$ cat src/rtl/mdu_alu_sequencer.sv
// rtl/mdu_alu_sequencer.sv - multi-cycle MUL/DIV sequencer driving the shared ALU.
// Define SIGNED_MDU_EN to enable signed MULT/DIV (op[1]) with a sign-fix cycle.
module mdu_alu_sequencer #(
   parameter int         WIDTH   = 32,
   parameter logic [2:0] ALU_ADD = 3'b000
) (
   input  logic             clk,
   input  logic             rst,
   input  logic             start,
   input  logic [1:0]       op,
   input  logic [WIDTH-1:0] src_a,
   input  logic [WIDTH-1:0] src_b,
   output logic             busy,
   output logic             done,
   output logic [WIDTH-1:0] hi,
   output logic [WIDTH-1:0] lo,
   output logic [WIDTH-1:0] alu_opA,
   output logic [WIDTH-1:0] alu_opB,
   output logic [2:0]       alu_ctrl,
   input  logic [WIDTH-1:0] alu_result,
   input  logic             alu_carry
);
   localparam int            CW   = $clog2(WIDTH);
   localparam int            W2   = 2 * WIDTH;
   localparam logic [CW-1:0] LAST = CW'(WIDTH - 1);

   typedef enum logic [2:0] {IDLE, SETUP, MUL_IT, DIV_IT, FIX, DONE} state_t;
   state_t state, state_nx;

   // acc/pq/md hold {acc,P,M} for multiply and {R,Q,D} for divide
   logic [WIDTH-1:0] acc, pq, md, neg_d, a_raw, mag_a, mag_b;
   logic [WIDTH-1:0] r_sh, mul_acc_n, mul_pq_n, div_acc_n, div_pq_n;
   logic [CW-1:0]    cnt;
   logic             last, take, sgn;

`ifdef SIGNED_MDU_EN
   logic s_a, s_b, is_div, neg_a, neg_b;
   assign neg_a = op[1] & src_a[WIDTH-1];
   assign neg_b = op[1] & src_b[WIDTH-1];
   assign mag_a = neg_a ? ~src_a + WIDTH'(1) : src_a;
   assign mag_b = neg_b ? ~src_b + WIDTH'(1) : src_b;

   always_ff @(posedge clk) begin
      if (rst) begin
         s_a <= 1'b0; s_b <= 1'b0; sgn <= 1'b0; is_div <= 1'b0; a_raw <= '0;
      end else if (state == IDLE && start) begin
         s_a <= neg_a; s_b <= neg_b; sgn <= op[1]; is_div <= op[0]; a_raw <= src_a;
      end
   end
`else
   logic unused_op;
   assign unused_op = op[1];
   assign sgn   = 1'b0;
   assign mag_a = src_a;
   assign mag_b = src_b;
   assign a_raw = pq;
`endif

   assign last      = (cnt == LAST);
   assign r_sh      = {acc[WIDTH-2:0], pq[WIDTH-1]};
   assign take      = acc[WIDTH-1] | alu_carry;
   assign mul_acc_n = {alu_carry, alu_result[WIDTH-1:1]};
   assign mul_pq_n  = {alu_result[0], pq[WIDTH-1:1]};
   assign div_acc_n = take ? alu_result : r_sh;
   assign div_pq_n  = {pq[WIDTH-2:0], take};

   always_ff @(posedge clk) begin
      if (rst) state <= IDLE;
      else     state <= state_nx;
   end

   always_comb begin
      state_nx = state;
      case (state)
         IDLE:    if (start) state_nx = op[0] ? SETUP : MUL_IT;
         SETUP:   state_nx = (md == '0) ? DONE : DIV_IT;
         MUL_IT:  if (last) state_nx = sgn ? FIX : DONE;
         DIV_IT:  if (last) state_nx = sgn ? FIX : DONE;
         FIX:     state_nx = DONE;
         DONE:    state_nx = IDLE;
         default: state_nx = IDLE;
      endcase
   end

   always_comb begin
      busy     = (state != IDLE);
      done     = (state == DONE);
      alu_ctrl = ALU_ADD;
      alu_opA  = '0;
      alu_opB  = '0;
      case (state)
         SETUP: if (md != '0) begin
            alu_opA = ~md;
            alu_opB = WIDTH'(1);
         end
         MUL_IT: begin
            alu_opA = acc;
            alu_opB = pq[0] ? md : '0;
         end
         DIV_IT: begin
            alu_opA = r_sh;
            alu_opB = neg_d;
         end
         default: ;
      endcase
   end

   always_ff @(posedge clk) begin
      if (rst) begin
         hi <= '0; lo <= '0; acc <= '0; pq <= '0; md <= '0; neg_d <= '0; cnt <= '0;
      end else begin
         case (state)
            IDLE: if (start) begin
               acc <= '0;
               pq  <= op[0] ? mag_a : mag_b;
               md  <= op[0] ? mag_b : mag_a;
            end
            SETUP: begin
               neg_d <= alu_result;
               if (md == '0) begin
                  hi <= a_raw;
                  lo <= '1;
               end
            end
            MUL_IT: begin
               acc <= mul_acc_n;
               pq  <= mul_pq_n;
               cnt <= cnt + CW'(1);
               if (last && !sgn) begin
                  hi <= mul_acc_n;
                  lo <= mul_pq_n;
               end
            end
            DIV_IT: begin
               acc <= div_acc_n;
               pq  <= div_pq_n;
               cnt <= cnt + CW'(1);
               if (last && !sgn) begin
                  hi <= div_acc_n;
                  lo <= div_pq_n;
               end
            end
`ifdef SIGNED_MDU_EN
            FIX: begin
               if (is_div) begin
                  lo <= (s_a ^ s_b) ? ~pq + WIDTH'(1) : pq;
                  hi <= s_a ? ~acc + WIDTH'(1) : acc;
               end else begin
                  {hi, lo} <= (s_a ^ s_b) ? ~{acc, pq} + W2'(1) : {acc, pq};
               end
            end
`endif
            default: ;
         endcase
      end
   end
endmodule

$ cat config.mk
export PLATFORM = sky130hd
export DESIGN_NAME = mdu_alu_sequencer
export DESIGN_NICKNAME = d
export VERILOG_FILES = /design/src/rtl/mdu_alu_sequencer.sv
export SDC_FILE = /design/constraint.sdc
export NUM_CORES = 1
export LEC_CHECK = 0
export CORE_MARGIN = 8
export CORE_UTILIZATION = 51
export CTS_CLUSTER_DIAMETER = 50
export DETAILED_ROUTE_END_ITERATION = 10
export PLACE_DENSITY_LB_ADDON = 0.2
export SLEW_MARGIN = 20
export SYNTH_ARGS = -nofsm -noshare
export SYNTH_HDL_FRONTEND = slang
export SYNTH_SLANG_ARGS = --single-unit
export TNS_END_PERCENT = 50
$ cat constraint.sdc
create_clock -name clk -period 2.35 [get_ports clk]
set_input_delay 0.3525 -clock clk [delete_from_list [all_inputs] [get_ports clk]]
set_output_delay 0.3525 -clock clk [all_outputs]
set_load 0.01 [all_outputs]
==> flow_summary.yaml, run 1 <==
status:
  status: "complete, but fails checks"
  violations: "setup timing"
die:
  die_h_um: 159
  rows: 52
  die_width_um: 159
  coreArea_um2: 20200
  dieArea_um2: 25400
  num_io_pins: 235
  start_util: 0.519
detailed_routing:
  detail_route.wl_per_cell_um: 21.4
  wl_mm: 37.3
  postRouteAntennaNets: 0
  viasPerCell: 6.15
  drc: 0
  drtIter0Drc: 1032
  vias: 10700
  first_pass_iters: 7
clocking:
  hold_buffers: 0
  cts-root-buf: "clkbuf_16"
  clock-sinks: 200
  cts.clk_slew.worst_paths_ns: 0.07
  cts_tree: "done"
  cts_buffers: 17
  htreeDepth: 4
  clkLatencyLatePin_ns: 0.43
  cts.path.max_buffers: 2
worst_setup_path:
  regToRegStartpoint: "md[5]$_SDFFE_PP0P_"
  rrSetupSlack_ns: 0.12
  crit_type: "register to output port"
  critPathMaxFanout: 5
  path_buf_inv: 4
  ff2ff_path_depth: 8
  cp_slowest_cell: "nor4_4"
  startpoint_type: "register"
  crit_path_end_kind: "output port"
  cp_cell_sequence: "nor4_4 -> nand4_1 -> o21ai_4 -> buf_6 -> buf_6 -> buf_6 -> o22ai_2 -> buf_2"
  cpLargestDelayFamily: "simple AND/OR/NAND/NOR gates"
  cp_slowest_stage_delay_ns: 0.36
  critical_path.reg2reg.endpoint: "hi[22]$_SDFFE_PP0P_"
  crit_arrival_ns: 2.21
  cp.required_ns: 2.00
  cpMostUsedCell: "buf_6"
sta:
  finalCritPeriodShare: 1.09
  clock-skew-final_ns: 0.0121
  setup-violations-final: 33
  fmax_mhz: 390
  fin_crit_ns: 2.57
  slew_headroom: 0.323
  final_hold_viol_count: 0
  tightest_slew_ns: 1.02
  worst_slack_ns: -0.217
  rsz0062_at_grt: "true"
  fin_hold_ws_ns: 0.461
  drv_slew: 0
  finalSetupTns_ns: -5.37
logic_synthesis:
  ys_types: 55
  ys.flop_type: "dfxtp_1"
  synth_top_area_cell: "dfxtp_1"
  synth_most_common_cell: "dfxtp_1"
  synth_common_cells: "dfxtp_1, nor2_1, mux2i_1"
  synth_top_area_frac: 0.382
  synth_area_leaders: "dfxtp_1, mux2i_1, nor2_1"
  ys_seq_area_frac: 0.382
  yosysWarnings: 0
  synth.avg_cell_area_um2: 8.40
  ys_async_sr_fraction: 0
  syn_inst: 1247
  synth_edf_count: 0
  synth_seq_cells: 200
  syn_area_um2: 10500
pwr:
  pwr-share-seq: 0.347
  p_int_mw: 8.20
  p_comb_frac: 0.435
  switchingPower_mw: 5.48
  powerDensity_nw_per_um2: 958
  vdd.ir_drop.worst_mv: 0.652
  switching_share: 0.400
  clkPwrFrac: 0.218
  leakage_nw: 5.38
worst_hold_path:
  holdCritPathClass: "register to register"
  hold_path_depth: 2
  whs_endpoint: "neg_d[9]$_SDFFE_PP0P_"
  min_from: "neg_d[9]$_SDFFE_PP0P_"
placed_design:
  dp.cells: 1704
  dp_slack_ns: -0.311
  hpwl_mm: 25.5
  portBuffers: 230
  gp_congestion: 0.861
cells_and_area:
  fillers: 1567
  seq_area_um2: 4020
  synthToLayoutAreaGrowth_pct: 36.4
  multi_input_area_um2: 6020
  layout-drive-gt1-share: 0.158
  nNetsFinal: 1565
  fin_cells: 1744
  diodes: 0
  fin_util: 0.708
global_route:
  grt_first_pass_wirelength_mm: 57.1
  grt_antenna_before_repair: 1
  gr-usage-all-layers: 0.277
  grt_pass1_vias: 10400
  overflow: 0
  grt_max_degree: 138
job:
  max_cap_violations: 0
-- state kept, by name, summed over array words and instances (netlist names) --
signal and cells:
cnt 5, neg_d 32, state 3, lo 32, md 32, a_raw 32, acc 32, hi 32
-- power by group through the flow --
| stage | clock network [mW] | registers, mW | logic, mW |
|---|---|---|---|
| 4_1_cts | 3.00 | 4.70 | 5.67 |
| 5_1_grt | 3.16 | 4.81 | 6.37 |
| 3_3_place_gp | 0 | 4.69 | 5.44 |
| 3_5_place_dp | 0 | 4.72 | 5.52 |
| 6_report | 2.98 | 4.75 | 5.95 |
| 2_1_floorplan | 0 | 4.51 | 3.40 |
-- cell type report --
type                    count  area share
clock inverters            15      0.0118
inverters                  67      0.0178
clock buffers              17      0.0298
flip-flops and latches    200       0.281
well taps                 270      0.0237
repair buffers            321       0.214
multi-input cells         854       0.422
-- timing repair --
action | in CTS | in global routing
endpoints found under the setup margin | 66 | 71
pin swaps | 3 | 6
buffers inserted | 6 | 1
resized for setup | 217 | 36
cloned | 2 | 1
-- layer usage --
layer	up-vias	global-route usage	share of wire
li1	4997	-	-
met3	79	0.0662	0.089
met5	-	0	0.00035
met4	2	0.114	0.031
met2	597	0.445	0.46
met1	5042	0.350	0.42
-- stage by stage --
| step | total power, mW | cell area (um^2) |
|---|---|---|
| 6_report | 13.7 | 14300 |
| 2_1_floorplan | 7.91 | 10500 |
| 3_5_place_dp | 10.2 | 13400 |
| 3_3_place_gp | 10.1 | 13400 |
| 5_1_grt | 14.3 | 14300 |
| 4_1_cts | 13.4 | 14100 |
-- worst min-delay path: cells and delay by family (launching register included) --
kind,cells,cell delay [ns]
AO/OA/AOI/OAI,1,0.05
flip-flops,1,0.31
AND/OR/NAND/NOR,1,0.05
-- layout by cell type, fill, tap and decap left out, types with 34 or more instances in the layout --
| cell | Yosys | final |
|---|---|---|
| inv_1 | 65 | 65 |
| a22oi_1 | 63 | 63 |
| clkdlybuf4s50_1 | 0 | 162 |
| a21oi_1 | 74 | 73 |
| o21ai_0 | 35 | 35 |
| dfxtp_1 | 200 | 194 |
| nor2_1 | 163 | 162 |
| nand2_1 | 105 | 104 |
| buf_4 | 9 | 70 |
| o21a_1 | 34 | 34 |
| a211oi_1 | 48 | 48 |
| mux2i_1 | 112 | 112 |
-- cell families (layout without fill, tap and decap cells) --
group / count (synthesis) / count (layout) / share of synthesized area
AO/OA/AOI/OAI: 422 / 423 / 0.293
flip-flops: 200 / 200 / 0.382
multiplexers: 126 / 126 / 0.122
other: 1 / 3 / 0.000358
XOR/XNOR: 3 / 3 / 0.00251
buffers and inverters: 196 / 420 / 0.0795
adder cells (fa/ha/maj): 2 / 2 / 0.00239
AND/OR/NAND/NOR: 297 / 297 / 0.118
-- how the worst max path moves through the flow --
stage	end	slack, ns	from	cells after the start
after floorplan	alu_opA[31]	0.46	state[0]$_SDFFE_PP0P_	6
after CTS	alu_opA[25]	-0.20	md[13]$_SDFFE_PP0P_	8
after detailed placement	alu_opA[17]	-0.31	md[10]$_SDFFE_PP0P_	6
after global routing	alu_opA[21]	-0.25	md[5]$_SDFFE_PP0P_	8
after global placement	alu_opA[1]	-0.17	md[10]$_SDFFE_PP0P_	6
final	alu_opA[19]	-0.22	md[5]$_SDFFE_PP0P_	8
Note: power is estimated with default switching activity, not from simulation.
==> run 2: changes to the inputs <==
--- a/config.mk
+++ b/config.mk
@@ -5,12 +5,11 @@
 export SDC_FILE = /design/constraint.sdc
 export NUM_CORES = 1
 export LEC_CHECK = 0
-export CORE_MARGIN = 8
+export CORE_MARGIN = 1
 export CORE_UTILIZATION = 51
 export CTS_CLUSTER_DIAMETER = 50
 export DETAILED_ROUTE_END_ITERATION = 10
 export PLACE_DENSITY_LB_ADDON = 0.2
-export SLEW_MARGIN = 20
 export SYNTH_ARGS = -nofsm -noshare
 export SYNTH_HDL_FRONTEND = slang
 export SYNTH_SLANG_ARGS = --single-unit
==> run 2 against run 1 <==
Net effect:
- the flow still finishes with violations (setup timing)
- worst setup slack got worse by 0.051 ns
- maximum frequency fell by 1.9%
- critical path depth rose by 1
- global-route usage rose by 5.9 points
- total power fell by 0.74%
- count of clock-buffer cells in the layout rose by 2
- critical path type unchanged
- largest cell class unchanged
- highest routed layer is now met4
==> flow_summary.yaml, run 2 (synthesized netlist as in run 1, its figures left out) <==
die:
  die_width_um: 145
  start_util: 0.519
  die_h_um: 145
  num_io_pins: 235
  dieArea_um2: 21100
  rows: 52
  coreArea_um2: 20200
sta:
  worst_slack_ns: -0.268
  slew_headroom: 0.283
  tightest_slew_ns: 1.07
  final_hold_viol_count: 0
  setup-violations-final: 33
  fmax_mhz: 382
  clock-skew-final_ns: 0.0127
  drv_slew: 0
  fin_crit_ns: 2.62
  rsz0062_at_grt: "true"
  finalCritPeriodShare: 1.11
status:
  status: "complete, but fails checks"
  violations: "setup timing"
cells_and_area:
  mostFrequentLayoutCells: "dfxtp_1, nor2_1, clkdlybuf4s50_1"
  fin_area_um2: 14200
  layout-drive-gt1-share: 0.154
  synthToLayoutAreaGrowth_pct: 35.2
  nNetsFinal: 1565
  fillers: 1606
  diodes: 0
  layout.cells.most_common: "dfxtp_1"
global_route:
  grt_pass1_vias: 10100
  grt_antenna_before_repair: 0
  gr-usage-all-layers: 0.335
  grt_first_pass_wirelength_mm: 55.8
  overflow: 0
  grt_max_degree: 72
detailed_routing:
  postRouteAntennaNets: 0
  wl_mm: 36.0
  viasPerCell: 6.19
  vias: 10800
  first_pass_iters: 5
  detail_route.wl_per_cell_um: 20.7
  drc: 0
  drtIter0Drc: 1153
clocking:
  clkLatencyLatePin_ns: 0.45
  htreeDepth: 4
  cts-root-buf: "clkbuf_16"
  cts_tree: "done"
  clock-sinks: 200
  cts.path.max_buffers: 2
  cts_buffers: 17
  cts.clk_slew.worst_paths_ns: 0.07
  hold_buffers: 0
placed_design:
  gp_congestion: 0.852
  portBuffers: 230
  hpwl_mm: 23.8
  postPlaceCellArea_um2: 13300
  dp_slack_ns: -0.149
worst_setup_path:
  critPathMaxFanout: 6
  crit_type: "register to output port"
  crit_arrival_ns: 2.27
  cp.required_ns: 2.00
  crit_path_end_kind: "output port"
  startpoint_type: "register"
pwr:
  p_total_mw: 13.6
  p_int_mw: 8.18
  leakage_nw: 5.31
  switchingPower_mw: 5.40
  clkPwrFrac: 0.219
  vdd.ir_drop.worst_mv: 0.723
  switching_share: 0.398
  p_comb_frac: 0.434
  powerDensity_nw_per_um2: 959
  pwr-share-seq: 0.347
worst_hold_path:
  holdCritPathClass: "input port to register"
job:
  max_cap_violations: 0
run 2: cell types whose count changed in the layout (fill, tap and decap cells not counted), moves of 3 or more:
cell / change
buf_6: -5
clkinv_4: -5
dlygate4sd2_1: +5
o22ai_1: +5
buf_16: +4
buf_4: +4
dlymetal6s2s_1: -4
nor4_4: -4
buf_2: +3
buf_8: -3
nor4_2: +3
o22ai_2: -3
run 2: cell type report:
type                    count  area, um^2  area share
multi-input cells         853        5910       0.418
flip-flops and latches    200        4020       0.284
repair buffers            322        3050       0.216
clock buffers              19         443      0.0313
well taps                 270         338      0.0239
inverters                  67         251      0.0178
clock inverters            13         143      0.0101
run 2: worst max-delay path, stage by stage, from the launching register on:
cell	delay, ns
dfxtp_2	0.34
nor4_4	0.30
buf_4	0.16
nand4_1	0.17
o21ai_4	0.20
buf_6	0.13
buf_6	0.12
buf_12	0.15
o22ai_2	0.09
buf_2	0.17
run 2: worst paths after layout:
| path | from | endpoint | slack, ns | cells after the start |
|---|---|---|---|---|
| hold reg to reg | neg_d[8]$_SDFFE_PP0P_ | neg_d[8]$_SDFFE_PP0P_ | 0.46 | 2 |
| setup / recovery | md[13]$_SDFFE_PP0P_ | alu_opA[1] | -0.27 | 9 |
| setup reg to reg | md[13]$_SDFFE_PP0P_ | hi[13]$_SDFFE_PP0P_ | 0.09 | 9 |
| hold / removal | rst | state[0]$_SDFFE_PP0P_ | 0.29 | 2 |
run 2: power groups by stage:
stage	clock network, mW	registers, mW	logic [mW]
detailed placement	0	4.72	5.50
global placement	0	4.69	5.41
floorplan	0	4.51	3.40
global route	3.14	4.78	6.27
finish	2.98	4.71	5.89
CTS	2.99	4.67	5.76
run 2: what timing repair did:
item | CTS | global route
gates resized for setup | 213 | 8
pin swaps | 3 | 4
setup buffers | 5 | 1
endpoints found under the setup margin | 66 | 54
cloned | 3 | 0
run 2: through the flow:
stage / TNS [ns] / utilization / std cells / hold WS [ns]
2_1_floorplan: 0 / - / 1249 / 0.437
3_3_place_gp: -3.35 / 0.662 / 1703 / 0.442
3_5_place_dp: -3.44 / 0.662 / 1703 / 0.447
4_1_cts: -7.33 / 0.699 / 1743 / 0.288
5_1_grt: -8.57 / 0.702 / 1744 / 0.296
6_report: -6.07 / 0.702 / 1744 / 0.292
run 2: per-layer routing:
layer | track usage | up-vias | share of wire
met3 | 0.0604 | 82 | 0.089
li1 | - | 4985 | -
met2 | 0.535 | 645 | 0.47
met5 | 0 | - | 0
met4 | 0.163 | 0 | 0.036
met1 | 0.437 | 5088 | 0.41
